<file path="src/rtl/tick_gen.sv">
// Multi-channel clock-enable generator: per-channel programmable divider producing a
// one-cycle tick and a toggling square wave, with glitch-free divisor updates, pause and clear.
module tick_gen #(
  parameter int                        CNT_W    = 27,
  parameter int                        NUM_CH   = 3,
  parameter int                        SEL_W    = 2,
  parameter logic [CNT_W*NUM_CH-1:0]   DIV_INIT = {27'd100_000, 27'd50_000_000, 27'd2}
) (
  input  logic              clk,
  input  logic              rst,
  input  logic              pause,
  input  logic [NUM_CH-1:0] clear,
  input  logic              div_wr,
  input  logic [SEL_W-1:0]  div_sel,
  input  logic [CNT_W-1:0]  div_data,
  output logic [NUM_CH-1:0] tick,
  output logic [NUM_CH-1:0] sq,
  output logic [NUM_CH-1:0] div_pending
);

  for (genvar gi = 0; gi < NUM_CH; gi++) begin : g_ch
    localparam logic [SEL_W-1:0] CH_ID    = SEL_W'(gi);
    localparam logic [CNT_W-1:0] DIV_RST  = DIV_INIT[gi*CNT_W +: CNT_W];

    logic [CNT_W-1:0] cnt_q, cnt_d;
    logic [CNT_W-1:0] div_q, div_d;
    logic [CNT_W-1:0] pdiv_q, pdiv_d;
    logic             pend_q, pend_d;
    logic             tick_q, tick_d;
    logic             sq_q, sq_d;
    logic             wr_hit;
    logic             wrap;

    always_comb begin
      wr_hit = div_wr && (div_sel == CH_ID);
      wrap   = (cnt_q == div_q - CNT_W'(1));
    end

    always_comb begin
      cnt_d  = cnt_q;
      div_d  = div_q;
      pdiv_d = pdiv_q;
      pend_d = pend_q;
      tick_d = 1'b0;
      sq_d   = sq_q;
      if (clear[gi]) begin
        // Clear wins over everything on this channel; a same-cycle write is dropped.
        cnt_d = '0;
        sq_d  = 1'b0;
        if (pend_q) begin
          div_d  = pdiv_q;
          pend_d = 1'b0;
        end
      end else if (div_q == '0) begin
        cnt_d = '0;
        if (wr_hit) begin
          div_d = div_data;
        end
      end else begin
        if (!pause) begin
          if (wrap) begin
            cnt_d  = '0;
            tick_d = 1'b1;
            sq_d   = ~sq_q;
            if (pend_q) begin
              div_d  = pdiv_q;
              pend_d = 1'b0;
            end
          end else begin
            cnt_d = cnt_q + CNT_W'(1);
          end
        end
        // A write coinciding with a wrap stays pending for the following wrap.
        if (wr_hit) begin
          pdiv_d = div_data;
          pend_d = 1'b1;
        end
      end
    end

    always_ff @(posedge clk) begin
      if (rst) begin
        cnt_q  <= '0;
        div_q  <= DIV_RST;
        pdiv_q <= '0;
        pend_q <= 1'b0;
        tick_q <= 1'b0;
        sq_q   <= 1'b0;
      end else begin
        cnt_q  <= cnt_d;
        div_q  <= div_d;
        pdiv_q <= pdiv_d;
        pend_q <= pend_d;
        tick_q <= tick_d;
        sq_q   <= sq_d;
      end
    end

    assign tick[gi]        = tick_q;
    assign sq[gi]          = sq_q;
    assign div_pending[gi] = pend_q;
  end

endmodule

</file>
<file path="config.mk">
export PLATFORM = sky130hd
export DESIGN_NAME = tick_gen
export DESIGN_NICKNAME = d
export VERILOG_FILES = /design/src/rtl/tick_gen.sv
export SDC_FILE = /design/constraint.sdc
export NUM_CORES = 1
export LEC_CHECK = 0
export CORE_UTILIZATION = 40
export DETAILED_ROUTE_END_ITERATION = 8
export SLEW_MARGIN = 30
export SYNTH_ARGS = -nofsm -noshare
export SYNTH_HDL_FRONTEND = slang
export SYNTH_SLANG_ARGS = --single-unit
</file>
<file path="constraint.sdc">
create_clock -name clk -period 4 [get_ports clk]
set_input_delay 0.6 -clock clk [delete_from_list [all_inputs] [get_ports clk]]
set_output_delay 0.6 -clock clk [all_outputs]
set_load 0.01 [all_outputs]
</file>
# Word level (Yosys, flattened, before mapping)
# Cells that the tools add are included.
[word_totals] inputBits=36 wordCells=115 reg_bits=252 out_inout_bits=9
[classes] addsub=6 n_mux=33 n_eq_ne=14 n_reduce_logical=34 bitwise_logic=10
[op_table] cell="two-way mux 27 bit" n=21
[op_table] cell="adder 27 x 1 -> 27 bit (second input constant)" n=3
[op_table] cell="equality test 27 bit" n=3
[op_table] cell="logical NOT 27 bit" n=3
[op_table] cell="subtractor 27 x 1 -> 27 bit (second input constant)" n=3
[op_table] cell="AND reduction 3 bit" n=12
[op_table] cell="two-way mux 1 bit" n=12
[op_table] cell="OR reduction 4 bit" n=3
[op_table] cell="NOT 1 bit" n=10
[op_table] cell="!= test 3 x 1 -> 1 bit (second input constant)" n=3
[op_table] cell="!= test 3 bit (second input constant)" n=3
[op_table] cell="nonzero test 3 bit" n=3
[op_table] cell="OR reduction 3 bit" n=3
[op_table] cell="!= test 2 x 1 -> 1 bit (second input constant)" n=3
[op_table] cell="nonzero test 2 bit" n=3
[op_table] cell="OR reduction 2 bit" n=3
[op_table] cell="logical AND 1 bit" n=3
[op_table] cell="equality test 2 x 1 -> 1 bit (second input constant)" n=1
[op_table] cell="equality test 2 bit (second input constant)" n=1
[op_table] cell="logical NOT 2 bit" n=1

# Depth between registers and ports, before layout
[logic_depth] depth_word=6 mapped_depth=14 mapped_depth_nobuf=11

# Worst setup path before layout
# OpenSTA, ideal clock, no wires.
[synth_timing] path_kind="register -> register" startpoint="register g_ch[2].div_q[0]" endpoint="register g_ch[2].cnt_q[10]" n_path_buf=2 slack_ns=0.397 path_stages_with_launch=14 synth_period_minus_slack_ns=3.603 arrival_time_ns=3.486 setup_time_ns=0.117 t_required_ns=3.883 path_cell_list="dfxtp_1 -> inv_1 -> ha_1 -> or4b_4 -> buf_6 -> nor4_2 -> mux2_2 -> mux2i_1 -> nand4_1 -> or4_1 -> or3_1 -> o21bai_2 -> buf_2 -> nor2_1"
[synth_via] elab_chain_len=3 elab_cells_between_ends=5 cone_classes="add/sub (1); eq/ne (1); mux (1); reduce/logical (2)"
[synth_rtl] element="start, declared" line_no="26" rtl="logic [CNT_W-1:0] div_q, div_d;"
[synth_rtl] element="start signal, assigned" line_no="91" rtl="div_q <= div_d;"
[synth_rtl] element="subtractor 27 x 1 -> 27 bit" line_no="36" rtl="wrap = (cnt_q == div_q - CNT_W'(1));"
[synth_rtl] element="equality test 27 bit" line_no="36"
[synth_rtl] element="two-way mux 27 bit" line_no="61" rtl="if (wrap) begin"
[synth_rtl] element="end signal, assigned" line_no="90" rtl="cnt_q <= cnt_d;"
[synth_rtl] element="end, declared" line_no="25" rtl="logic [CNT_W-1:0] cnt_q, cnt_d;"
# Several ways; a longest one is shown, not always the timed one.
# A chain may end at the register's enable or synchronous reset.

# Worst setup path in the final report
[layout_timing] startpoint="register g_ch[1].div_q[1]" endpoint="register g_ch[1].div_q[21]"
[layout_via] elab_chain_len=4 elab_cells_between_ends=9 cone_classes="add/sub (1); eq/ne (3); mux (2); reduce/logical (3)"
[layout_rtl] element="start, declared" line_no="26"
[layout_rtl] element="start signal, assigned" line_no="91"
[layout_rtl] element="subtractor 27 x 1 -> 27 bit" line_no="36"
[layout_rtl] element="equality test 27 bit" line_no="36"
[layout_rtl] element="nonzero test 3 bit (no line)"
[layout_rtl] element="AND reduction 3 bit (no line)"
# Several ways; a longest one is shown, not always the timed one.

==> results.cfg <==
[critical_path]
path_delay_family = simple AND/OR/NAND/NOR gates
max_stage_delay_ns = 0.60
crit_slowest_cell = nor3b_1
startpoint = g_ch[1].div_q[1]
critPathBufInv = 3
cp-end-kind = flop
arrival_ns = 4.29
cp-start-kind = flop
path_max_fanout = 33
path_class = reg -> reg
crit_chain = inv_1, ha_1, nor3b_1, nand4b_1, or4_1, a2111oi_0, nand4_1, nor4_1, buf_4, nor3_2, buf_12, a211o_1
rr_startpoint = g_ch[1].div_q[1]
cp.required_ns = 4.47

[yosys]
synth.area.mux_share = 0.107
syn-num-nets = 1876
yosys_warnings = 0
synth_compound_area_frac = 0.127
seq_area_frac_synth = 0.344
yosysUniqueCellTypes = 86
yosys.area_share.adder = 0.00768
syn_avg_cell_area_sq_um = 8.01
synth_seq_cells = 252
synth_top_family_by_area = simple AND/OR/NAND/NOR gates
synth_enable_flop_cells = 0
synth_area_sq_um = 14700
synthSimpleGateAreaFrac = 0.258
yosys_most_used_dff = dfxtp_1
synth_xor_area_frac = 0.106
synthArstFlopShare = 0
synthCells = 1831

[timing]
fmax_mhz = 262
period_needed_ns = 3.82
drv_slew = 0
rsz0062_at_grt = no
finClkSkew_ns = 0.0239
worst_pin_slew_ns = 0.751
finalSetupViolations = 0
slew_headroom = 0.496
hold_violations = 0
finalWorstSetupSlack_ns = 0.178
post-route-period-util = 0.956
holdWs_ns = 0.434
fin_setup_tns_ns = 0

[clock_tree]
cts.sinks = 252
cts_buffers = 30
postCtsResizedCells = 0
clock_path_buffers = 3
postCtsSetupRepairBufs = 0
cts-htree-levels = 1
clockRootBuffer = clkbuf_16
clkLatencyLatePin_ns = 0.58
clk_pin_slew_ns = 0.06
hold_buffers = 0
cts_tree = yes

[placed_design]
dp.cells = 2253
port-buffer-count = 44
pre_cts_ws_ns = 0.238
place_congestion = 0.918
dp_hpwl_um = 29600

[detailed_routing]
viasPerCell = 5.52
routed_wl_um = 41300
drt-pass1-iter-count = 5
wire_per_inst_um = 17.9
drc = 0
ant_nets = 0
drt_iter0_markers = 942
vias = 12712

[cells_and_area]
layout_commonest_cell = nor2_1
final_cell_count_no_fill = 2304
fin_nets = 1869
drive_gt1_frac = 0.0808
area_delta_synth_final_pct = 12.6
nFillCells = 3534
diodes = 0
multi_input_area_sq_um = 8940
fin_util = 0.461
ff_latch_area_sq_um = 5050
final_cell_mix = nor2_1, dfxtp_1, nand2_1

[pwr]
vdd_drop_max_uv = 325
p_per_area_nw_per_um2 = 350
leakagePower_nw = 5.70

[job]
drv_cap = 0

[die]
start_util = 0.409
rows = 69
ioPinCount = 45
die-area_sq_um = 37400
die_y_um = 193
coreArea_sq_um = 35800
die_x_um = 193

[global_routing]
antenna_found_initial = 0
grt_pass1_vias = 12014
grt_pass1_wl_um = 66400
grt_start_max_net_pins = 70
grt_usage = 0.219
grt_overflow = 0

[outcome]
status = finished, final reports clean

[worst_hold_path]
min_from = rst
min_path_type = in -> reg
kinds of logic (layout without fill, tap and decap cells):
logic type / after synthesis / count (layout)
AND/OR/NAND/NOR: 783 / 783
AO/OA/AOI/OAI: 293 / 293
flip-flops: 252 / 252
XOR/XNOR: 176 / 176
buffers and inverters: 161 / 173
multiplexers: 157 / 157
adder cells (fa/ha/maj): 9 / 9
final timing paths:
check / slack, ns / cells past startpoint / endpoint
min: 0.43 / 2 / g_ch[0].div_q[24]
max reg2reg: 0.18 / 12 / g_ch[1].div_q[21]
max: 0.18 / 12 / g_ch[1].div_q[21]
min reg2reg: 0.45 / 2 / g_ch[2].pdiv_q[14]
metal layers:
metal  wire [um]  vias to the layer above  track usage
met1       20200                     6033        0.310
met4         886                        0       0.0492
met5           0                        -            0
met3        1970                       53       0.0302
met2       18300                      266        0.352
li1            -                     6360            -
report_power, final:
part	switching, mW	internal (mW)
logic	0.341	0.232
clock network	1.08	1.53
registers	0.0525	2.55
total	1.48	4.31
through the flow:
step	instance area, sq um	power (mW)
after detailed placement	15600	3.23
after floorplan	14700	3.02
after global placement	15600	3.22
after CTS	16500	5.85
final	16500	5.79
after global routing	16500	6.01
flip-flops by register name, indices dropped and copies added, names as in the netlist:
register     cells
g_ch.cnt_q      81
g_ch.tick_q      3
g_ch.pdiv_q     81
g_ch.pend_q      3
g_ch.div_q      81
g_ch.sq_q        3
worst reg2reg max path, cell delays in order (launching register included):
cell	delay [ns]
dfxtp_1	0.31
inv_1	0.08
ha_1	0.19
nor3b_1	0.60
nand4b_1	0.16
or4_1	0.48
a2111oi_0	0.45
nand4_1	0.14
nor4_1	0.45
buf_4	0.22
nor3_2	0.11
buf_12	0.21
a211o_1	0.33
final cells by class:
| class | count | share of cell area |
|---|---|---|
| multi-input combinational | 1418 | 0.542 |
| clock inverter | 8 | 0.00500 |
| clock buffer | 43 | 0.0514 |
| tap | 461 | 0.0349 |
| sequential | 252 | 0.306 |
| timing repair buffer | 98 | 0.0558 |
| inverter | 24 | 0.00546 |
cell usage after synthesis, types with 8 or more instances:
master | n | share of area
buf_2 | 10 | 0.0034
clkbuf_1 | 106 | 0.027
o21ai_2 | 11 | 0.0066
ha_1 | 9 | 0.0077
nor4_1 | 27 | 0.012
o21ai_0 | 75 | 0.026
a31oi_1 | 12 | 0.0051
nor2b_1 | 11 | 0.0047
nand3_1 | 41 | 0.014
inv_1 | 23 | 0.0059
and4_1 | 9 | 0.0054
o21ai_1 | 14 | 0.0048
nand4_1 | 35 | 0.015
or4_1 | 14 | 0.0072
nor3_1 | 43 | 0.015
xor2_1 | 94 | 0.056
nor2_1 | 261 | 0.067
and3_1 | 22 | 0.0094
nand2b_1 | 10 | 0.0043
and2_1 | 8 | 0.0034
nand3b_1 | 10 | 0.0051
mux2i_1 | 155 | 0.11
o31ai_1 | 10 | 0.0051
xnor2_1 | 81 | 0.048
or3_1 | 14 | 0.0060
a211o_1 | 20 | 0.012
a211oi_1 | 25 | 0.013
dfxtp_1 | 252 | 0.34
nand2_1 | 231 | 0.059
buf_4 | 10 | 0.0051
a21oi_1 | 78 | 0.027
No activity file was read; power rests on OpenSTA's default activity.
